### config.mk
export PLATFORM = sky130hd
export DESIGN_NAME = gpio_irq_ctrl_flat
export DESIGN_NICKNAME = d
export VERILOG_FILES = /design/src/rtl/gpio_irq_ctrl_if.sv /design/src/rtl/gpio_irq_ctrl.sv /design/src/flat_wrapper.sv
export SDC_FILE = /design/constraint.sdc
export NUM_CORES = 1
export LEC_CHECK = 0
export CAP_MARGIN = 25
export CORE_MARGIN = 10
export CORE_UTILIZATION = 55
export DETAILED_ROUTE_END_ITERATION = 10
export DONT_BUFFER_PORTS = 1
export PLACE_DENSITY_LB_ADDON = 0.05
export SLEW_MARGIN = 20
export SYNTH_ARGS = -nofsm -noshare
export SYNTH_HDL_FRONTEND = slang
export SYNTH_SLANG_ARGS = --single-unit
### constraint.sdc
create_clock -name PCLK -period 2 [get_ports PCLK]
set_clock_uncertainty 0.2 [all_clocks]
set_input_delay 0.3 -clock PCLK [delete_from_list [all_inputs] [get_ports PCLK]]
set_output_delay 0.3 -clock PCLK [all_outputs]
set_load 0.005 [all_outputs]
### src/rtl/gpio_irq_ctrl_if.sv
// APB bus bundle for gpio_irq_ctrl.
// The CPU/bridge side uses the master modport. The controller uses the slave modport.
// The signal names follow the AMBA APB names so that waveforms read naturally.
interface gpio_irq_ctrl_if;

    logic        PSEL;
    logic        PENABLE;
    logic        PWRITE;
    logic [31:0] PADDR;
    logic [31:0] PWDATA;
    logic [31:0] PRDATA;
    logic        PREADY;

    modport master (
        output PSEL,
        output PENABLE,
        output PWRITE,
        output PADDR,
        output PWDATA,
        input  PRDATA,
        input  PREADY
    );

    modport slave (
        input  PSEL,
        input  PENABLE,
        input  PWRITE,
        input  PADDR,
        input  PWDATA,
        output PRDATA,
        output PREADY
    );

endinterface : gpio_irq_ctrl_if

### src/rtl/gpio_irq_ctrl.sv
// gpio_irq_ctrl: latches per-pin GPIO interrupt pulses into pending bits.
// It masks the pending bits and picks the lowest-index active source.
// It drives one level interrupt to the CPU, with claim/complete handshaking over APB.
//
// Optional feature: define GPIO_IRQ_CTRL_OVF_EN to build the OVF register at
// word offset 5. That register records events lost on an already-pending source.
// Without the macro, offset 5 reads 0 and no OVF state exists.
//
// Register map (word offsets, PADDR[4:2]):
//   0 PENDING  R / W1C
//   1 MASK     R/W, 1 = enabled
//   2 CLAIM    RO, reading in ASSERT claims the winner
//   3 COMPLETE WO, reads 0
//   4 CTRL     bit0 global enable
//   5 OVF      R / W1C (optional)
//   6..7       read 0, writes ignored
module gpio_irq_ctrl #(
    parameter int N_SRCS = 8
) (
    input  logic              PCLK,
    input  logic              PRESET,
    input  logic [N_SRCS-1:0] irq_i,
    gpio_irq_ctrl_if.slave    apb,
    output logic              irq_o
);

    // ------------------------------------------------------------------
    // Types and constants
    // ------------------------------------------------------------------
    // The encoding puts the interrupt level in bit 0.
    // That makes irq_o a direct flop output with no decode logic behind it.
    typedef enum logic [1:0] {
        ST_IDLE    = 2'b00,
        ST_ASSERT  = 2'b01,
        ST_SERVICE = 2'b10
    } state_e;

    localparam logic [2:0] OFF_PENDING  = 3'd0;
    localparam logic [2:0] OFF_MASK     = 3'd1;
    localparam logic [2:0] OFF_CLAIM    = 3'd2;
    localparam logic [2:0] OFF_COMPLETE = 3'd3;
    localparam logic [2:0] OFF_CTRL     = 3'd4;
    localparam logic [2:0] OFF_OVF      = 3'd5;

    // ------------------------------------------------------------------
    // State
    // ------------------------------------------------------------------
    state_e            state_q, state_d;
    logic [N_SRCS-1:0] pend_q,  pend_d;
    logic [N_SRCS-1:0] mask_q,  mask_d;
    logic              en_q,    en_d;
    logic [4:0]        svc_id_q, svc_id_d;

    // ------------------------------------------------------------------
    // APB decode
    // ------------------------------------------------------------------
    logic       rd_acc;
    logic       wr_acc;
    logic [2:0] addr;

    assign rd_acc = apb.PSEL & apb.PENABLE & ~apb.PWRITE;
    assign wr_acc = apb.PSEL & apb.PENABLE &  apb.PWRITE;
    assign addr   = apb.PADDR[4:2];

    // Zero wait states: every access completes in its first access cycle.
    assign apb.PREADY = apb.PSEL & apb.PENABLE;

    // Only PADDR[4:2] is decoded. PWDATA is used only as wide as each register.
    logic unused_bits;
    assign unused_bits = ^{apb.PADDR[31:5], apb.PADDR[1:0], apb.PWDATA};

    // ------------------------------------------------------------------
    // Arbitration
    // ------------------------------------------------------------------
    logic [N_SRCS-1:0] active;
    logic              any_active;
    logic [4:0]        win_id;

    assign active     = pend_q & mask_q;
    assign any_active = |active;

    // Fixed priority: lowest set index of active wins. The scan runs downward so the last hit is the lowest.
    always_comb begin
        // NOTE: every always_comb output gets a default first so no path leaves it unassigned (no latch).
        win_id = '0;
        for (int i = N_SRCS - 1; i >= 0; i--) begin
            if (active[i]) begin
                win_id = 5'(i);
            end
        end
    end

    // ------------------------------------------------------------------
    // Side-effecting accesses
    // ------------------------------------------------------------------
    logic              claim_fire;
    logic              complete_fire;
    logic [N_SRCS-1:0] claim_clr;
    logic [N_SRCS-1:0] w1c_clr;
    logic [N_SRCS-1:0] pend_clr;

    // A claim only counts when there is something to hand out. A stale ASSERT
    // cycle (mask just dropped) therefore returns 0 instead of a bogus id.
    assign claim_fire    = rd_acc && (addr == OFF_CLAIM) &&
                           (state_q == ST_ASSERT) && any_active;
    assign complete_fire = wr_acc && (addr == OFF_COMPLETE) &&
                           (state_q == ST_SERVICE) && (apb.PWDATA[4:0] == svc_id_q);

    assign claim_clr = claim_fire ? (N_SRCS'(1) << win_id) : '0;
    assign w1c_clr   = (wr_acc && (addr == OFF_PENDING)) ? apb.PWDATA[N_SRCS-1:0] : '0;
    assign pend_clr  = claim_clr | w1c_clr;

    // ------------------------------------------------------------------
    // Optional overflow tracking
    // ------------------------------------------------------------------
    logic [31:0] ovf_rdata;

`ifdef GPIO_IRQ_CTRL_OVF_EN
    logic [N_SRCS-1:0] ovf_q, ovf_d;
    logic [N_SRCS-1:0] ovf_clr;

    assign ovf_clr = (wr_acc && (addr == OFF_OVF)) ? apb.PWDATA[N_SRCS-1:0] : '0;

    // An event is lost when its pending bit is already set and is not being cleared this cycle. A new loss beats a W1C.
    always_comb begin
        ovf_d = (ovf_q & ~ovf_clr) | (irq_i & pend_q & ~pend_clr);
    end

    // Overflow flag register.
    always_ff @(posedge PCLK or posedge PRESET) begin
        if (PRESET) begin
            ovf_q <= '0;
        end else begin
            ovf_q <= ovf_d;
        end
    end

    assign ovf_rdata = 32'(ovf_q);
`else
    assign ovf_rdata = '0;
`endif

    // ------------------------------------------------------------------
    // Register next-state
    // ------------------------------------------------------------------
    // A new event beats a clear on the same bit, so a W1C racing a pulse cannot lose it.
    always_comb begin
        pend_d   = (pend_q & ~pend_clr) | irq_i;
        mask_d   = mask_q;
        en_d     = en_q;
        svc_id_d = svc_id_q;

        if (wr_acc && (addr == OFF_MASK)) begin
            mask_d = apb.PWDATA[N_SRCS-1:0];
        end
        if (wr_acc && (addr == OFF_CTRL)) begin
            en_d = apb.PWDATA[0];
        end
        if (claim_fire) begin
            svc_id_d = win_id;
        end
    end

    // ------------------------------------------------------------------
    // Handshake FSM
    // ------------------------------------------------------------------
    // Next-state logic of the IDLE -> ASSERT -> SERVICE handshake.
    always_comb begin
        state_d = state_q;
        case (state_q)
            ST_IDLE: begin
                if (en_q && any_active) begin
                    state_d = ST_ASSERT;
                end
            end
            ST_ASSERT: begin
                if (claim_fire) begin
                    state_d = ST_SERVICE;
                end else if (!(en_q && any_active)) begin
                    state_d = ST_IDLE;
                end
            end
            ST_SERVICE: begin
                if (complete_fire) begin
                    state_d = ST_IDLE;
                end
            end
            default: state_d = ST_IDLE;
        endcase
    end

    // Register file and FSM state. All of it clears asynchronously on PRESET.
    always_ff @(posedge PCLK or posedge PRESET) begin
        if (PRESET) begin
            state_q  <= ST_IDLE;
            pend_q   <= '0;
            mask_q   <= '0;
            en_q     <= 1'b0;
            svc_id_q <= '0;
        end else begin
            // NOTE: sequential state uses non-blocking assignments so every flop samples pre-edge values.
            state_q  <= state_d;
            pend_q   <= pend_d;
            mask_q   <= mask_d;
            en_q     <= en_d;
            svc_id_q <= svc_id_d;
        end
    end

    assign irq_o = state_q[0];

    // ------------------------------------------------------------------
    // Read mux
    // ------------------------------------------------------------------
    // Combinational read data. It is driven only during a read access phase and is 0 otherwise.
    always_comb begin
        apb.PRDATA = '0;
        if (rd_acc) begin
            case (addr)
                OFF_PENDING: apb.PRDATA = 32'(pend_q);
                OFF_MASK:    apb.PRDATA = 32'(mask_q);
                OFF_CLAIM:   apb.PRDATA = claim_fire ? {1'b1, 26'b0, win_id} : 32'h0;
                OFF_CTRL:    apb.PRDATA = {31'b0, en_q};
                OFF_OVF:     apb.PRDATA = ovf_rdata;
                default:     apb.PRDATA = '0;
            endcase
        end
    end

endmodule : gpio_irq_ctrl

### src/flat_wrapper.sv
// flat-port wrapper written by rule: the top's interface ports become plain ports
module gpio_irq_ctrl_flat 
#(
    parameter int N_SRCS = 8
)
  (PCLK, PRESET, irq_i, irq_o, apb_PSEL, apb_PENABLE, apb_PWRITE, apb_PADDR, apb_PWDATA, apb_PRDATA, apb_PREADY);
  gpio_irq_ctrl_if apb_i ();
  input  logic PCLK;
  input  logic PRESET;
  input  logic [N_SRCS-1:0] irq_i;
  output logic irq_o;
  input wire logic [$bits(apb_i.PSEL)-1:0] apb_PSEL;
  input wire logic [$bits(apb_i.PENABLE)-1:0] apb_PENABLE;
  input wire logic [$bits(apb_i.PWRITE)-1:0] apb_PWRITE;
  input wire logic [$bits(apb_i.PADDR)-1:0] apb_PADDR;
  input wire logic [$bits(apb_i.PWDATA)-1:0] apb_PWDATA;
  output wire logic [$bits(apb_i.PRDATA)-1:0] apb_PRDATA;
  output wire logic [$bits(apb_i.PREADY)-1:0] apb_PREADY;
  assign apb_i.PSEL = apb_PSEL;
  assign apb_i.PENABLE = apb_PENABLE;
  assign apb_i.PWRITE = apb_PWRITE;
  assign apb_i.PADDR = apb_PADDR;
  assign apb_i.PWDATA = apb_PWDATA;
  assign apb_PRDATA = apb_i.PRDATA;
  assign apb_PREADY = apb_i.PREADY;
  gpio_irq_ctrl #(.N_SRCS(N_SRCS)) u_core (.PCLK(PCLK), .PRESET(PRESET), .irq_i(irq_i), .apb(apb_i), .irq_o(irq_o));
endmodule
; After elaboration in Yosys (flattened, before gate mapping)
; Cells that the tools add are included.
[classes]
mux = 18
n_bitwise = 9
reduce_logical = 14
eq_ne = 10
shift = 1
[ops]
columns = cell, n
row1 = one-hot mux 32 bit (4 select lines), 1
row2 = 2-to-1 mux 32 bit, 2
row3 = 2-to-1 mux 3 bit, 8
row4 = bitwise AND 8 bit, 2
row5 = 2-to-1 mux 8 bit, 2
row6 = bitwise OR 8 bit, 2
row7 = logical AND 1 bit, 10
row8 = 2-to-1 mux 2 bit, 4
row9 = inverter 8 bit, 1
row10 = OR reduction 8 bit, 1
row11 = left shift 1 x 3 -> 8 bit (first input constant), 1
row12 = equality test 3 x 2 -> 1 bit (second input constant), 2
row13 = one-hot mux 2 bit (3 select lines), 1
row14 = equality test 5 bit, 1
row15 = != test 2 x 1 -> 1 bit (second input constant), 2
row16 = bitwise AND 1 bit, 3
row17 = equality test 3 x 1 -> 1 bit (second input constant), 1
row18 = equality test 3 bit (second input constant), 1
row19 = zero test 3 bit, 1
row20 = != test 3 x 2 -> 1 bit (second input constant), 1
row21 = AND reduction 3 bit, 1
row22 = equality test 2 x 1 -> 1 bit (second input constant), 1
row23 = equality test 2 bit (second input constant), 1
row24 = zero test 2 bit, 1
row25 = inverter 1 bit, 1
[totals]
elab_cells = 57
out_inout_bits = 34
register_bits = 24

; Longest topological paths before layout
; Gate-level depths: netlist (run 1).
[depth]
depth_word = 15
depth_mapped = 6

; Worst setup path before layout (run 1)
; Ideal clock, no wire load.
[synth_timing]
kind = reg-to-output
start = register u_core.mask_q[3]
end = output port apb_PRDATA[0]
slack_ns = 0.198
path_buffers = 0
arrival_time_ns = 1.302
stages_incl_launch_ff = 6
cell_sequence = dfrtp_1 -> nand2_1 -> a32o_1 -> a31oi_1 -> o221ai_1 -> a21oi_1
[synth_between]
elab_chain_len = 8
elab_cells_between_ends = 10
cone_classes = 7 x mux / 1 x bitwise / 2 x reduce/logical
[synth_lines]
columns = element, line
row1 = "start, declared", gpio_irq_ctrl.sv:50  ; logic [N_SRCS-1:0] mask_q, mask_d;
row2 = "start signal, assigned", gpio_irq_ctrl.sv:204  ; mask_q <= mask_d;
row3 = bitwise AND 8 bit *, gpio_irq_ctrl.sv:79  ; assign active = pend_q & mask_q;
row4 = 2-to-1 mux 3 bit (4 in series), gpio_irq_ctrl.sv:87  ; if (active[i]) begin
row5 = 2-to-1 mux 32 bit *, gpio_irq_ctrl.sv:222  ; OFF_CLAIM: apb.PRDATA = claim_fire ? {1'b1, 26'b0, win_id} : 32'h0;
row6 = one-hot mux 32 bit (4 select lines) *, gpio_irq_ctrl.sv:219  ; case (addr)
row7 = 2-to-1 mux 32 bit *, gpio_irq_ctrl.sv:218  ; if (rd_acc) begin
row8 = "end, declared", flat_wrapper.sv:17  ; output wire logic [$bits(apb_i.PRDATA)-1:0] apb_PRDATA;
; Every way passes the cells marked *; elsewhere a longest branch is shown, timed or not.

; Final worst setup path (run 1)
; Ends and elaborated chain as after synthesis.

==> impl_metrics.tcl, run 1 <==
set metrics [dict create \
    status "complete, but fails checks" \
    violations "negative setup slack" \
    seq_area_frac_synth 0.3615 \
    drc 0 \
    clk_pin_slew_ps 120 \
    setup_viol 2 \
    postSynthAreaPerCell_um2 9.577 \
    dieArea_um2 5273 \
    grt_max_degree 23 \
    fin_crit_sh 1.035 \
    coreArea_um2 2710 \
    hold_viol 0 \
    die_h_um 72.62 \
    grt_overflow 0 \
    required_ps 1500 \
    drt_iter0_drc 46 \
    synthTopCellsByCount "buf_4, dfrtp_1, nand2_1, nor2_1, mux2_2" \
    synth_edf_count 0 \
    postPlaceCellArea_um2 1503 \
    holdWs_ps 24.23 \
    synth_area_um2 1523 \
    rsz0062_at_grt "true" \
    synth_most_common_cell "buf_4" \
    place_ws_ps 70.44 \
    p_switching_mw 0.4182 \
    wl_per_cell_um 17.65 \
    drt_first_pass_iters 4 \
    layout_setup_ws_ps -69.81 \
    synth.largest_area_cell "dfrtp_1" \
    crit_path_start_kind "register" \
    antenna_cells 0 \
    end_kind "output port" \
    portBuffers 0 \
    arrival_ps 1570 \
    switching_share 0.3326 \
    power_frac_comb 0.351 \
    drtAntennaViolNets 0 \
    crit_type "reg2out" \
    fmax_ghz 0.4831 \
    cts_buffer_depth 2 \
    power_per_cell_area_nw_per_um2 655.6 \
    wl_um 4060 \
    die_w_um 72.62 \
    ys_top_cells_by_area "dfrtp_1, buf_4, mux2_2, nand2_1, mux2i_1" \
    rows 19 \
    cts_tree "built" \
    clk_latency_ps 310 \
    grt_pass1_wl_um 6589 \
    clock-sinks 22 \
    vias_per_cell 5.452 \
    layout-drive-gt1-share 0.3317 \
    ys_seq_elements 22 \
    synth_cell_types 37 \
    post-route-cell-area_um2 1918 \
    initial_core_util 0.5619 \
    layout-area-overhead-vs-synth_pct 25.97 \
    nNetsFinal 277 \
    async_reset_ff_frac 1.000 \
    yosysWarnings 0 \
    cts.htree.levels 1 \
    grt_pass1_vias 1348 \
    globalplace.congestion 0.7808 \
    dp_hpwl_um 2957 \
    crit_fanout 4 \
    io-pin-count 111 \
    synth_ff_type "dfrtp_1" \
    clkPwrFrac 0.200 \
    min_period_ps 2070 \
    synth_top_area_frac 0.3615 \
    drv_cap 0 \
    p_seq_frac 0.449 \
    finalMaxSlewViolations 0 \
    postLayoutCoreUtil 0.7078 \
    antenna_found_initial 0 \
    p_leak_nw 0.8144 \
    postSynthCellCount 159 \
    track_usage 0.1562 \
    numCtsBuffers 3 \
    vias 1254 \
    p_int_mw 0.8392 \
    hp-class "in2reg" \
    irDropWorstVdd_mv 0.5454 \
    cts_root_buf "clkbuf_4" \
]
==> stage by stage <==
stage	total power, mW	cells	setup TNS [ps]
floorplan	0.8064	181	0
global placement	0.8387	193	0
detailed placement	0.8436	193	0
CTS	1.225	229	-115.9
global route	1.327	230	-315.8
finish	1.257	230	-112.4
==> cells by family (layout without fill, tap and decap cells) <==
group,count (synthesis),count (layout),share of synthesized area
AOI/OAI and AO/OA,34,34,0.1594
xor gates and xnor gates,3,3,0.01726
buffers and inverters,28,46,0.1323
DFF,22,22,0.3615
muxes,17,17,0.1208
other,1,23,0.002463
and+or+nand+nor,54,54,0.2062
==> layer usage <==
layer	vias to the layer above	track usage	part of all wire
met3	4	0.04762	0.097
met2	49	0.2669	0.50
met4	0	0.06118	0.013
met5	-	0	0
li1	602	-	-
met1	599	0.1768	0.39
==> layout by cell type (no fill, tap or decap), types with 4 or more instances in the layout <==
| cell | count |
|---|---|
| a21o_1 | 5 |
| a21oi_1 | 5 |
| a22oi_1 | 5 |
| a22oi_2 | 4 |
| buf_4 | 22 |
| conb_1 | 23 |
| dfrtp_1 | 20 |
| dlygate4sd3_1 | 17 |
| mux2_2 | 11 |
| mux2i_1 | 6 |
| nand2_1 | 16 |
| nand2b_1 | 4 |
| nor2_1 | 9 |
| o21ai_0 | 4 |
==> state kept, by name, indices dropped and copies added, names as in the netlist <==
name,flops
u_core.state_q,2
u_core.svc_id_q,3
u_core.mask_q,8
u_core.pend_q,8
u_core.en_q,1
==> path summary, 6_finish.rpt <==
check                      depth (start not counted)  slack (ps)                           start                              to
min in group asynchronous                          3         240                          PRESET    u_core.mask_q[1]$_DFFE_PP0P_
setup reg to reg                                   7          60   u_core.state_q[1]$_DFFE_PP0P_      u_core.pend_q[4]$_DFF_PP0_
max in group asynchronous                          3        1120                          PRESET      u_core.pend_q[0]$_DFF_PP0_
hold reg to reg                                    2         360  u_core.svc_id_q[0]$_DFFE_PP0P_  u_core.svc_id_q[0]$_DFFE_PP0P_
hold / removal                                     2          20                   apb_PWDATA[2]      u_core.pend_q[2]$_DFF_PP0_
setup / recovery                                   5         -70    u_core.mask_q[3]$_DFFE_PP0P_                   apb_PRDATA[0]
==> worst max-delay path, stage by stage (launching register included) <==
cell and delay, ps:
dfrtp_1 450, nand2_2 70, a32o_2 260, a31oi_4 170
o221ai_2 130, a21oi_2 170
==> final cells by class <==
type / count / area (µm²)
Sequential cell: 22 / 553.0
Timing Repair Buffer: 40 / 346.6
Fill cell: 215 / 792.0
Multi-Input combinational cell: 131 / 935.9
Inverter: 2 / 7.507
Tap cell: 31 / 38.79
Clock buffer: 4 / 36.28
==> power groups by stage <==
| stage | combinational [mW] | clock (mW) | sequential (mW) |
|---|---|---|---|
| after CTS | 0.410 | 0.256 | 0.559 |
| after global placement | 0.277 | 0 | 0.561 |
| after detailed placement | 0.280 | 0 | 0.563 |
| after global routing | 0.478 | 0.277 | 0.572 |
| final | 0.441 | 0.251 | 0.565 |
| after floorplan | 0.256 | 0 | 0.550 |
==> timing repair <==
item / in CTS / in global routing
endpoints found under the hold margin: 39 / 0
hold buffers: 17 / 0
resized for setup: 18 / 6
cloned: 0 / 0
setup buffers: 15 / 1
setup endpoints to repair: 4 / 7
pin swaps: 14 / 7
No activity file was read; power rests on OpenSTA's default activity.
==> run 2, diff against run 1 <==
--- a/config.mk
+++ b/config.mk
@@ -6,6 +6,7 @@
 export NUM_CORES = 1
 export LEC_CHECK = 0
 export CAP_MARGIN = 25
+export CORE_ASPECT_RATIO = 1.25
 export CORE_MARGIN = 10
 export CORE_UTILIZATION = 55
 export DETAILED_ROUTE_END_ITERATION = 10
==> run 2 against run 1 <==
Against the previous run:
- the flow finishes with violations (negative hold slack, negative setup slack)
- cell count increased by 0.87%
- via count rose by 5.2%
- critical path type unchanged
- sequential power rose by 0.7%
- sequential share of layout area shrank 0.21 points
- count of clock-buffer cells in the layout unchanged
- highest routed layer unchanged
- cell area increased by 0.72%
==> impl_metrics.tcl, run 2 (synthesis gave the netlist of run 1 again) <==
set metrics [dict create \
    cts_tree "built" \
    setup_viol 4 \
    cts.htree.levels 1 \
    grt_pass1_wl_um 6520 \
    crit_slowest_cell "dfrtp_1" \
    fillers 209 \
    reg2reg_to "u_core.pend_q[4]$_DFF_PP0_" \
    slew_headroom 0.6716 \
    hp-class "in2reg" \
    reg2reg_from "u_core.state_q[1]$_DFFE_PP0P_" \
    dieArea_um2 5286 \
    arrival_ps 1610 \
    crit_family "compound AO/OA/AOI/OAI gates" \
    fin_crit_sh 1.054 \
    power_per_cell_area_nw_per_um2 661.0 \
    drc 0 \
    finalMaxSlewViolations 0 \
    track_usage 0.1525 \
    wl_um 4209 \
    postLayoutCoreUtil 0.7208 \
    drtAntennaViolNets 0 \
    reg2reg_depth 7 \
    crit_start "u_core.pend_q[3]$_DFF_PP0_" \
    end_kind "output port" \
    fmax_ghz 0.4746 \
    final_cell_mix "conb_1, buf_4, dfrtp_1" \
    hold_viol 1 \
    violations "negative hold slack, negative setup slack" \
    antenna_cells 0 \
    crit_chain "nand2_2 > a32o_1 > a31oi_4 > o221ai_2 > a21oi_2" \
    rows 21 \
    setup_tns_ps -199.5 \
    worstHoldPathCells 2 \
    die_h_um 78.83 \
    layout-area-overhead-vs-synth_pct 26.87 \
    irDropWorstVdd_mv 0.6498 \
    hp-start "apb_PWDATA[3]" \
    die_w_um 67.06 \
    clk_latency_ps 320 \
    crit_fanout 4 \
    final_common_cell "conb_1" \
    dp_hpwl_um 2916 \
    clk_pin_slew_ps 130 \
    antenna_found_initial 0 \
    crit_type "reg2out" \
    cts_root_buf "clkbuf_4" \
    layout-drive-gt1-share 0.3434 \
    tightest_slew_ps 487.5 \
    vias_per_cell 5.685 \
    globalplace.congestion 0.8627 \
    rsz0062_at_grt "true" \
    reg.largest.list "u_core.mask_q x8, u_core.pend_q x8, u_core.svc_id_q x3" \
    status "complete, but fails checks" \
    portBuffers 0 \
    grt_max_degree 23 \
    coreArea_um2 2680 \
    p_leak_nw 0.8124 \
    crit_path_start_kind "register" \
    required_ps 1500 \
    io-pin-count 111 \
    place_ws_ps 65.89 \
    drv_cap 0 \
    holdWs_ps -2.503 \
    cts_buffer_depth 2 \
    drt_iter0_drc 113 \
    wl_per_cell_um 18.14 \
    path_buf_inv 0 \
    grt_pass1_vias 1358 \
    grt_overflow 0 \
    vias 1319 \
    rrSetupSlack_ps 50 \
    drt_first_pass_iters 4 \
    slowest_delay_ps 450 \
    layout_setup_ws_ps -107.2 \
    initial_core_util 0.5682 \
    min_period_ps 2107 \
    hold_end "u_core.pend_q[3]$_DFF_PP0_" \
    numCtsBuffers 3 \
    nNetsFinal 276 \
    clock-sinks 22 \
]
==> run 2: changes by cell type in the layout (fill, tap and decap cells not counted), moves of 2 or more <==
cell / before / now
a22oi_1: 5 / 3
a22oi_2: 4 / 6
buf_4: 22 / 20
nor2_2: 3 / 5
==> run 2: layer usage <==
layer  up-vias  track usage  part of all wire
li1        600            -                 -
met1       650       0.1814              0.36
met2        54       0.2510              0.51
met3        15      0.05337             0.094
met4         0      0.04321             0.034
met5         -            0                 0
==> run 2: worst register-to-register path, stage by stage, from the launching register on <==
cell and delay, ps:
dfrtp_1 430, nor2_4 140, nand4_4 140, buf_6 160, buf_4 140, nor3_1 270
nand2b_1 120, a31o_2 250
==> run 2: worst max path at each step <==
stage	endpoint	slack, ps	depth (start not counted)
CTS	apb_PRDATA[0]	-110	5
finish	apb_PRDATA[0]	-110	5
global placement	apb_PRDATA[0]	70	5
global route	apb_PRDATA[0]	-210	5
detailed placement	apb_PRDATA[0]	70	5
floorplan	apb_PRDATA[0]	200	5
==> run 2: final cells by class <==
| class | instances | area [µm²] | share of cell area |
|---|---|---|---|
| multi-input cells | 131 | 949.7 | 0.4916 |
| repair buffers | 39 | 342.8 | 0.1775 |
| clock buffers | 4 | 36.28 | 0.01878 |
| inverters | 2 | 7.507 | 0.003886 |
| flip-flops and latches | 22 | 553.0 | 0.2863 |
| well taps | 34 | 42.54 | 0.02202 |
==> run 2: report_power, final <==
| part | switching, mW | internal (mW) |
|---|---|---|
| Sequential | 0.0702 | 0.498 |
| Combinational | 0.217 | 0.239 |
| Clock | 0.141 | 0.112 |
==> run 2: metrics by stage <==
stage / total power, mW / hold WS (ps) / cells / area (µm²)
floorplan: 0.8064 / 89.23 / 181 / 1605
finish: 1.277 / -2.503 / 232 / 1932
detailed placement: 0.8369 / 43.40 / 194 / 1491
CTS: 1.195 / 10.82 / 225 / 1833
global route: 1.346 / 4.011 / 232 / 1932
global placement: 0.8270 / 39.95 / 194 / 1491
==> run 2: timing repair <==
| action | CTS | global route |
|---|---|---|
| resized for setup | 16 | 11 |
| pin swaps | 13 | 9 |
| setup endpoints to repair | 4 | 4 |
| buffers inserted | 10 | 7 |
| hold buffers | 17 | 0 |
| hold endpoints to repair | 39 | 0 |
==> run 3, diff against run 2 <==
--- a/config.mk
+++ b/config.mk
@@ -7,7 +7,7 @@
 export LEC_CHECK = 0
 export CAP_MARGIN = 25
 export CORE_ASPECT_RATIO = 1.25
-export CORE_MARGIN = 10
+export CORE_MARGIN = 2
 export CORE_UTILIZATION = 55
 export DETAILED_ROUTE_END_ITERATION = 10
 export DONT_BUFFER_PORTS = 1
==> constraint.sdc (replaced) <==
create_clock -name PCLK -period 2.3 [get_ports PCLK]
set_clock_uncertainty 0.2 [all_clocks]
set_input_delay 0.345 -clock PCLK [delete_from_list [all_inputs] [get_ports PCLK]]
set_output_delay 0.345 -clock PCLK [all_outputs]
set_load 0.005 [all_outputs]
==> run 3 against run 2 <==
Against the previous run:
- via count shrank 12%
- global-route usage up 7.9 points
- sequential cell count unchanged
- power down 27%
- the run now ends clean
- first-iteration DRC count is 75% lower
- register-to-register slack improved by 370 ps
- cell area decreased by 12%
- highest routed layer unchanged
- critical path type unchanged
- wire length down 21%
==> impl_metrics.tcl, run 3 (synthesis gave the netlist of run 1 again) <==
set metrics [dict create \
    p_int_mw 0.6288 \
    wl_um 3328 \
    slew_headroom 0.4534 \
    hp-class "in2reg" \
    p_leak_nw 0.6984 \
    finalMaxSlewViolations 0 \
    crit_path_start_kind "register" \
    place_ws_ps 304.4 \
    track_usage 0.2319 \
    drc 0 \
    dp_hpwl_um 2416 \
    fmax_ghz 0.4519 \
    die_w_um 51.06 \
    crit_slowest_cell "dfrtp_1" \
    initial_core_util 0.5738 \
    clk_pin_slew_ps 110 \
    hold_viol 0 \
    dieArea_um2 3208 \
    drt_iter0_drc 28 \
    postLayoutCoreUtil 0.6374 \
    clk_latency_ps 300 \
    grt_max_degree 23 \
    path_buf_inv 0 \
    status "finished clean" \
    crit_fanout 5 \
    arrival_ps 1670 \
    cts_buffer_depth 2 \
    drtAntennaViolNets 0 \
    nNetsFinal 256 \
    power_mw 0.9340 \
    final_cell_mix "conb_1, dfrtp_1, nand2_1" \
    layout-area-overhead-vs-synth_pct 11.09 \
    antenna_found_initial 0 \
    cts_root_buf "clkbuf_4" \
    grt_pass1_wl_um 5699 \
    globalplace.congestion 0.7607 \
    vias 1163 \
    io-pin-count 111 \
    layout_setup_ws_ps 87.35 \
    p_seq_frac 0.524 \
    grt_overflow 0 \
    clock-sinks 22 \
    numCtsBuffers 3 \
    tightest_slew_ps 819.0 \
    cts_tree "built" \
    holdWs_ps 40.09 \
    layout-drive-gt1-share 0.1808 \
    clkPwrFrac 0.183 \
    power_per_cell_area_nw_per_um2 552.1 \
    slowest_delay_ps 440 \
    grt_pass1_vias 1208 \
    coreArea_um2 2654 \
    fin_crit_sh 0.9620 \
    cts.htree.levels 1 \
    crit_chain "nand2_1 > a32o_1 > a31oi_2 > o221ai_2 > a21oi_2" \
    switching_share 0.3267 \
    crit_type "reg2out" \
    die_h_um 62.83 \
    required_ps 1750 \
    rows 21 \
    power_frac_comb 0.293 \
    wl_per_cell_um 15.77 \
    setup_viol 0 \
    drt_first_pass_iters 4 \
    portBuffers 0 \
    antenna_cells 0 \
    reg.largest.list "u_core.mask_q x8, u_core.pend_q x8, u_core.svc_id_q x3" \
    rsz0062_at_grt "true" \
    irDropWorstVdd_mv 0.3383 \
    end_kind "output port" \
    p_switching_mw 0.3052 \
    drv_cap 0 \
    fillers 256 \
    min_period_ps 2213 \
    crit_family "compound AO/OA/AOI/OAI gates" \
    final_common_cell "conb_1" \
    vias_per_cell 5.512 \
]
run 3: cell count changes in the layout (fill, tap and decap cells not counted), moves of 3 or more:
| cell | delta |
|---|---|
| nand2_2 | -3 |
| a22oi_1 | +4 |
| nand2_1 | +3 |
| buf_4 | -18 |
| nor2_1 | +4 |
| a22oi_2 | -4 |
run 3: power groups by stage:
stage	clock network, mW	logic [mW]	registers [mW]
2_1_floorplan	0	0.223	0.478
3_3_place_gp	0	0.225	0.492
3_5_place_dp	0	0.228	0.494
4_1_cts	0.177	0.252	0.487
5_1_grt	0.194	0.304	0.499
6_report	0.171	0.274	0.489
run 3: layer usage:
layer / up-vias / share of wire / track usage
li1: 562 / - / -
met5: - / 0 / 0
met4: 0 / 0.012 / 0.06419
met1: 550 / 0.41 / 0.3076
met3: 5 / 0.063 / 0.02632
met2: 46 / 0.51 / 0.3929
run 3: repair_timing:
action                                 in CTS  in global routing
hold buffers                               17                  0
setup buffers                               0                  1
resized for setup                           1                  6
endpoints found under the hold margin      39                  0
setup endpoints to repair                   1                  3
run 3: path summary, 6_finish.rpt:
| check | from | to | slack, ps | depth (start not counted) |
|---|---|---|---|---|
| max | u_core.mask_q[3]$_DFFE_PP0P_ | apb_PRDATA[0] | 90 | 5 |
| max in group asynchronous | PRESET | u_core.en_q$_DFFE_PP0P_ | 970 | 2 |
| min in group asynchronous | PRESET | u_core.pend_q[7]$_DFF_PP0_ | 430 | 2 |
| min reg2reg | u_core.state_q[1]$_DFFE_PP0P_ | u_core.state_q[0]$_DFFE_PP0P_ | 300 | 1 |
| max reg2reg | u_core.mask_q[3]$_DFFE_PP0P_ | u_core.pend_q[5]$_DFF_PP0_ | 420 | 7 |
| min | apb_PWDATA[6] | u_core.pend_q[6]$_DFF_PP0_ | 40 | 2 |
run 3: area by class of cell:
type                       instances  area [µm²]  area share
clock buffer                       3       22.52     0.01331
inverter                           2       7.507    0.004438
multi-input combinational        131       883.3      0.5222
sequential                        22       550.5      0.3254
tap                               34       42.54     0.02515
timing repair buffer              19       185.2      0.1095
run 3: per-stage QoR:
step           cell area, µm²  TNS (ps)  instances
3_3_place_gp             1461         0        190
6_report                 1692         0        211
3_5_place_dp             1461         0        190
4_1_cts                  1658         0        210
5_1_grt                  1692    -23.25        211
2_1_floorplan            1605         0        181
